$ cat src/rtl/aa_pkg.sv
// Shared constants and arithmetic helpers for the anti-alias boxcar filter.
package aa_pkg;

    localparam int BOXCAR_LEN = 4;
    localparam int WIDE_W     = 48;

    typedef logic signed [WIDE_W-1:0] wide_t;

    function automatic int growth(input int order);
        return 2 * order;
    endfunction

    function automatic int fill_cycles(input int order);
        return 6 * order + 1;
    endfunction

    function automatic int latency(input int order);
        return 3 * order + 1;
    endfunction

    // Bit offset of segment k in a flattened stage chain whose segment k is width+2k bits wide.
    function automatic int chain_offset(input int width, input int k);
        return k * width + k * (k - 1);
    endfunction

    function automatic wide_t round_half_up(input wide_t v, input int sh);
        return (v + (wide_t'(1) <<< (sh - 1))) >>> sh;
    endfunction

    function automatic wide_t saturate(input wide_t v, input int w);
        wide_t hi;
        wide_t lo;
        hi = (wide_t'(1) <<< (w - 1)) - wide_t'(1);
        lo = -(wide_t'(1) <<< (w - 1));
        if (v > hi) return hi;
        if (v < lo) return lo;
        return v;
    endfunction

endpackage

$ cat src/rtl/aa_filter_boxcar4_stage.sv
// Single-rail pipelined length-4 moving sum; output is 2 bits wider than input, 3 edges of latency.
module boxcar4_stage
    import aa_pkg::*;
#(
    parameter int IN_W = 14
) (
    input  logic                   clk,
    input  logic                   rst,
    input  logic signed [IN_W-1:0] din,
    output logic signed [IN_W+1:0] dout
);

    logic signed [IN_W-1:0] tap [BOXCAR_LEN];
    logic signed [IN_W:0]   p01;
    logic signed [IN_W:0]   p23;

    always_ff @(posedge clk or posedge rst) begin
        if (rst) begin
            for (int i = 0; i < BOXCAR_LEN; i++) tap[i] <= '0;
            p01  <= '0;
            p23  <= '0;
            dout <= '0;
        end else begin
            tap[0] <= din;
            for (int i = 1; i < BOXCAR_LEN; i++) tap[i] <= tap[i-1];
            // Pairwise partial sums keep each adder one level deep at 40 MHz.
            p01  <= (IN_W+1)'(tap[0]) + (IN_W+1)'(tap[1]);
            p23  <= (IN_W+1)'(tap[2]) + (IN_W+1)'(tap[3]);
            dout <= (IN_W+2)'(p01) + (IN_W+2)'(p23);
        end
    end

endmodule

$ cat src/rtl/aa_filter.sv
// Anti-alias filter: ORDER cascaded length-4 boxcars on I and Q, round and saturate to WIDTH.
// Optional macro AA_BYPASS_EN adds a latency-matched bypass path selected by the bypass port.
module aa_filter
    import aa_pkg::*;
#(
    parameter int WIDTH = 14,
    parameter int ORDER = 2
) (
    input  logic                    clk_40mhz,
    input  logic                    rst,
    input  logic signed [WIDTH-1:0] data_in_I,
    input  logic signed [WIDTH-1:0] data_in_Q,
    output logic signed [WIDTH-1:0] data_out_I,
    output logic signed [WIDTH-1:0] data_out_Q,
`ifdef AA_BYPASS_EN
    input  logic                    bypass,
`endif
    output logic                    out_valid
);

    localparam int GROW    = growth(ORDER);
    localparam int IW      = WIDTH + GROW;
    localparam int FILL    = fill_cycles(ORDER);
    localparam int LAT     = latency(ORDER);
    localparam int CNT_W   = $clog2(FILL + 1);
    localparam int CHAIN_W = chain_offset(WIDTH, ORDER + 1);
    localparam int OFF_OUT = chain_offset(WIDTH, ORDER);

    // Segment k of each chain is the input of stage k (WIDTH+2k bits); the last segment is the filter sum.
    logic [CHAIN_W-1:0] chain_i;
    logic [CHAIN_W-1:0] chain_q;

    assign chain_i[WIDTH-1:0] = data_in_I;
    assign chain_q[WIDTH-1:0] = data_in_Q;

    for (genvar k = 0; k < ORDER; k++) begin : g_stage
        localparam int SW   = WIDTH + 2 * k;
        localparam int OFF  = chain_offset(WIDTH, k);
        localparam int NOFF = chain_offset(WIDTH, k + 1);

        boxcar4_stage #(.IN_W(SW)) u_stage_i (
            .clk  (clk_40mhz),
            .rst  (rst),
            .din  (chain_i[OFF +: SW]),
            .dout (chain_i[NOFF +: SW+2])
        );

        boxcar4_stage #(.IN_W(SW)) u_stage_q (
            .clk  (clk_40mhz),
            .rst  (rst),
            .din  (chain_q[OFF +: SW]),
            .dout (chain_q[NOFF +: SW+2])
        );
    end

    wide_t rnd_i;
    wide_t rnd_q;
    wide_t sat_i;
    wide_t sat_q;
    logic  sat_hit;

    always_comb begin
        rnd_i   = round_half_up(wide_t'($signed(chain_i[OFF_OUT +: IW])), GROW);
        rnd_q   = round_half_up(wide_t'($signed(chain_q[OFF_OUT +: IW])), GROW);
        sat_i   = saturate(rnd_i, WIDTH);
        sat_q   = saturate(rnd_q, WIDTH);
        sat_hit = (sat_i != rnd_i) || (sat_q != rnd_q);
    end

    // Unity DC gain means the clamp can never engage; firing indicates an arithmetic bug.
    sat_unreachable: assert property (@(posedge clk_40mhz) disable iff (rst) !sat_hit);

    logic signed [WIDTH-1:0] next_i;
    logic signed [WIDTH-1:0] next_q;

`ifdef AA_BYPASS_EN
    // LAT-1 delay registers plus the output register give the same latency as the filter path.
    logic signed [WIDTH-1:0] dly_i [LAT-1];
    logic signed [WIDTH-1:0] dly_q [LAT-1];

    always_ff @(posedge clk_40mhz or posedge rst) begin
        if (rst) begin
            for (int i = 0; i < LAT - 1; i++) begin
                dly_i[i] <= '0;
                dly_q[i] <= '0;
            end
        end else begin
            dly_i[0] <= data_in_I;
            dly_q[0] <= data_in_Q;
            for (int i = 1; i < LAT - 1; i++) begin
                dly_i[i] <= dly_i[i-1];
                dly_q[i] <= dly_q[i-1];
            end
        end
    end

    always_comb begin
        next_i = bypass ? dly_i[LAT-2] : sat_i[WIDTH-1:0];
        next_q = bypass ? dly_q[LAT-2] : sat_q[WIDTH-1:0];
    end
`else
    always_comb begin
        next_i = sat_i[WIDTH-1:0];
        next_q = sat_q[WIDTH-1:0];
    end
`endif

    logic [CNT_W-1:0] fill_cnt;

    always_ff @(posedge clk_40mhz or posedge rst) begin
        if (rst) begin
            data_out_I <= '0;
            data_out_Q <= '0;
            fill_cnt   <= '0;
        end else begin
            data_out_I <= next_i;
            data_out_Q <= next_q;
            if (fill_cnt != CNT_W'(FILL)) fill_cnt <= fill_cnt + CNT_W'(1);
        end
    end

    // Combinational from the counter so that an asynchronous reset drops out_valid at once.
    assign out_valid = (fill_cnt == CNT_W'(FILL));

endmodule

$ cat config.mk
export PLATFORM = sky130hd
export DESIGN_NAME = aa_filter
export DESIGN_NICKNAME = d
export VERILOG_FILES = /design/src/rtl/aa_pkg.sv /design/src/rtl/aa_filter_boxcar4_stage.sv /design/src/rtl/aa_filter.sv
export SDC_FILE = /design/constraint.sdc
export NUM_CORES = 1
export LEC_CHECK = 0
export BUFFER_PORTS_ARGS = -buffer_cell sky130_fd_sc_hd__buf_2
export CORE_MARGIN = 2
export CORE_UTILIZATION = 28
export CTS_CLUSTER_SIZE = 25
export DETAILED_ROUTE_END_ITERATION = 10
export PLACE_DENSITY_LB_ADDON = 0.1
export SYNTH_ARGS = -nofsm -noshare
export SYNTH_HDL_FRONTEND = slang
export SYNTH_SLANG_ARGS = --single-unit
$ cat constraint.sdc
create_clock -name clk_40mhz -period 22.1 [get_ports clk_40mhz]
set_input_delay 4.42 -clock clk_40mhz [delete_from_list [all_inputs] [get_ports clk_40mhz]]
set_output_delay 4.42 -clock clk_40mhz [all_outputs]
set_load 0.005 [all_outputs]
==> results.tsv <==
metric	value	unit
CTS resizes	0	
fin crit share	27.2	%
Worst R2R End	g_stage[0].u_stage_q.p01[14]	
Die Y	269	µm
CTS Buffer Depth	3	
clk_lat worst skew	0.58	ns
CP max stage delay	0.41	ns
clk root buf	clkbuf_16	
DP Wirelength	23.3	mm
GR Overflow Total	0	
Core Area	69800	µm²
gpl congestion	0.745	
crit-path cells	inv_1 -> ha_1 -> nand3_1 -> inv_1 -> buf_2	
worst setup margin	16.08	ns
Setup TNS	0	ns
ANT cells	0	
worst reg2reg startpoint	g_stage[0].u_stage_q.tap[42]	
element type at the critical path end	primary output	
# nets final	1919	
final setup vio count	0	
synthesized area per cell	12.5	µm²
Psw	0.00127	W
worst-path fanout max	5	
Max Slew Vio Count	0	
dpl ws	15.82	ns
WP data arrival	1.60	ns
highest-delay cell along the critical path	dfrtp_1	
Achievable Freq	166	MHz
Sequential Power Share	35.7	%
synthesis-to-finish area growth	16.8	%
WP data required	17.68	ns
total CTS buffers	54	
drt pass-1 iters	4	
HP Class	reg -> reg	
Synth Cell Area	19700	µm²
setup bufs post-CTS	0	
die area	72500	µm²
top-level I/O count	59	
clock share of power	24.5	%
Rows	97	
CTS tree	built	
Max-Slew Margin vs Limit	27.2	%
sw frac	34.7	%
Ys Warns	0	
peak supply drop	59.4	µV
pin count of the biggest net entering global routing	163	
remaining antenna violation count	0	
worst slew pin tran	1.09	ns
Comb power frac	39.8	%
vias per cell	4.15	
hold_ws	0.343	ns
GR Util All Layers	9.57	%
min cycle time layout	6.02	ns
Worst Skew	0.0166	ns
sequential area share after synthesis	58.7	%
RSZ-0062 raised after global routing	false	
number of antenna violations at the first check in global routing	0	
Syn Inst Count	1581	
Worst Hold Path EP	g_stage[1].u_stage_i.tap[61]	
fraction of layout cells with a size suffix above 1	9.91	%
Final Hold Fails	0	
Post-synth top flop	dfrtp_1	
status	completed	
fin util	33.0	%
max-cap viol count	0	
asr flop ratio synth	100	%
min-delay src	g_stage[0].u_stage_i.dout[13]	
Crit Path Class	reg -> out	
hold_buf cts	0	
CTS sink cnt	462	
Leakage Power	10.5	nW
DRC	0	
H-tree depth	2	
initial core utilization	28.2	%
Internal Power	0.00238	W
flop-to-flop setup slack	19.46	ns
Critical Path Most Common Cell	inv_1	
#FFs+latches synth	462	
clock-pin transition on the worst setup and hold timing paths	0.06	ns
FF-to-FF path depth	10	
average wire per standard cell	12.5	µm
critical path launch point type	register	
post-synthesis cell type count	62	
total number of vias	11100	
die width	269	µm
worst hold stages	0	
vias in the first global route	12000	
initial DRC count	422	
overall routed net length	33.3	mm
syn_nets	1807	
PwrDens	159	nW/µm²
global-route wire length before repair	58.3	mm
Post-synth EDFFs	0	
number of I/O port buffers	58	
-- cells in the mapped netlist, types with 16 or more instances --
| master | n | share of area [%] |
|---|---|---|
| o21bai_1 | 20 | 0.76 |
| o21ai_0 | 62 | 1.6 |
| dfrtp_1 | 462 | 59 |
| xnor2_1 | 105 | 4.7 |
| nor3_1 | 26 | 0.66 |
| and3_1 | 16 | 0.51 |
| o21a_1 | 20 | 0.76 |
| a21oi_1 | 132 | 3.4 |
| ha_1 | 186 | 12 |
| nor2b_1 | 28 | 0.89 |
| a21o_1 | 44 | 1.7 |
| nor2_1 | 75 | 1.4 |
| nand3_1 | 31 | 0.79 |
| inv_1 | 74 | 1.4 |
| nand2_1 | 78 | 1.5 |
| xor2_1 | 57 | 2.5 |
-- through the flow --
step                      total power, W  cell area, µm²  cells
final                            0.00365           23000   2676
after global routing             0.00399           23000   2676
after CTS                        0.00373           23000   2676
after detailed placement         0.00279           21200   2577
after global placement           0.00278           21200   2577
after floorplan                  0.00244           19700   1581
-- cell usage in the layout (no fill, tap or decap), drive strengths merged, types with 31 or more instances in the layout --
cell type / Yosys / layout
xor2: 57 / 57
buf: 2 / 62
a21o: 44 / 44
a21oi: 134 / 134
o21ai: 65 / 65
clkbuf: 4 / 78
dfrtp: 462 / 462
inv: 74 / 75
ha: 186 / 186
nand2: 78 / 78
nor2: 75 / 75
nand3: 31 / 31
xnor2: 105 / 105
-- power by group through the flow --
stage                     registers (W)  clock network (W)  logic [W]
after floorplan                 0.00129                  0    0.00115
after global placement          0.00132                  0    0.00147
after detailed placement        0.00132                  0    0.00147
after CTS                       0.00131           0.000938    0.00148
after global routing            0.00134           0.000975    0.00167
final                           0.00130           0.000894    0.00145
-- logic make-up after synthesis --
| kind of cell | Yosys count | share of synthesized area (%) |
|---|---|---|
| AO/OA/AOI/OAI | 365 | 11.8 |
| XOR/XNOR | 162 | 7.20 |
| adder cells (fa/ha/maj) | 196 | 12.8 |
| buffers and inverters | 80 | 1.54 |
| flip-flops | 462 | 58.7 |
| multiplexers | 2 | 0.108 |
| AND/OR/NAND/NOR | 314 | 7.81 |
-- sequential cells by signal, indices dropped and copies added, names as in the netlist --
signal and count:
g_stage.u_stage_i.dout 31, fill_cnt 4, g_stage.u_stage_q.tap 120, g_stage.u_stage_i.p23 32
g_stage.u_stage_i.tap 120, g_stage.u_stage_q.p01 32, g_stage.u_stage_i.p01 32, data_out_Q 14
data_out_I 14, g_stage.u_stage_q.p23 32, g_stage.u_stage_q.dout 31
-- how the worst max path moves through the flow --
stage,from,end
2_1_floorplan,rst,data_out_I[0]
3_3_place_gp,rst,data_out_Q[1]
3_5_place_dp,rst,data_out_Q[1]
4_1_cts,fill_cnt[1],out_valid
5_1_grt,fill_cnt[1],out_valid
6_report,fill_cnt[1],out_valid
-- layer usage --
metal	vias to the layer above	GRT usage, %	wire (µm)
li1	5763	-	-
met4	0	4.03	1040
met3	67	1.88	1250
met5	-	0	0
met1	5160	13.0	16700
met2	124	14.8	14400
-- critical path, delay by kind of cell (launching register included) --
kind | cells | cell delay [ns]
fa+ha+maj | 1 | 0.16
buf+inv | 3 | 0.26
simple gates | 1 | 0.19
flops | 1 | 0.41
-- layout make-up --
cell class                      instances  area [µm²]
Fill cell                            6931       46800
Sequential cell                       462       11600
Multi-Input combinational cell       1039        7830
Clock buffer                           78        1570
Tap cell                              940        1180
Timing Repair Buffer                   62         333
Inverter                               74         285
Clock inverter                         21         239
Note: power is estimated with default switching activity, not from simulation.
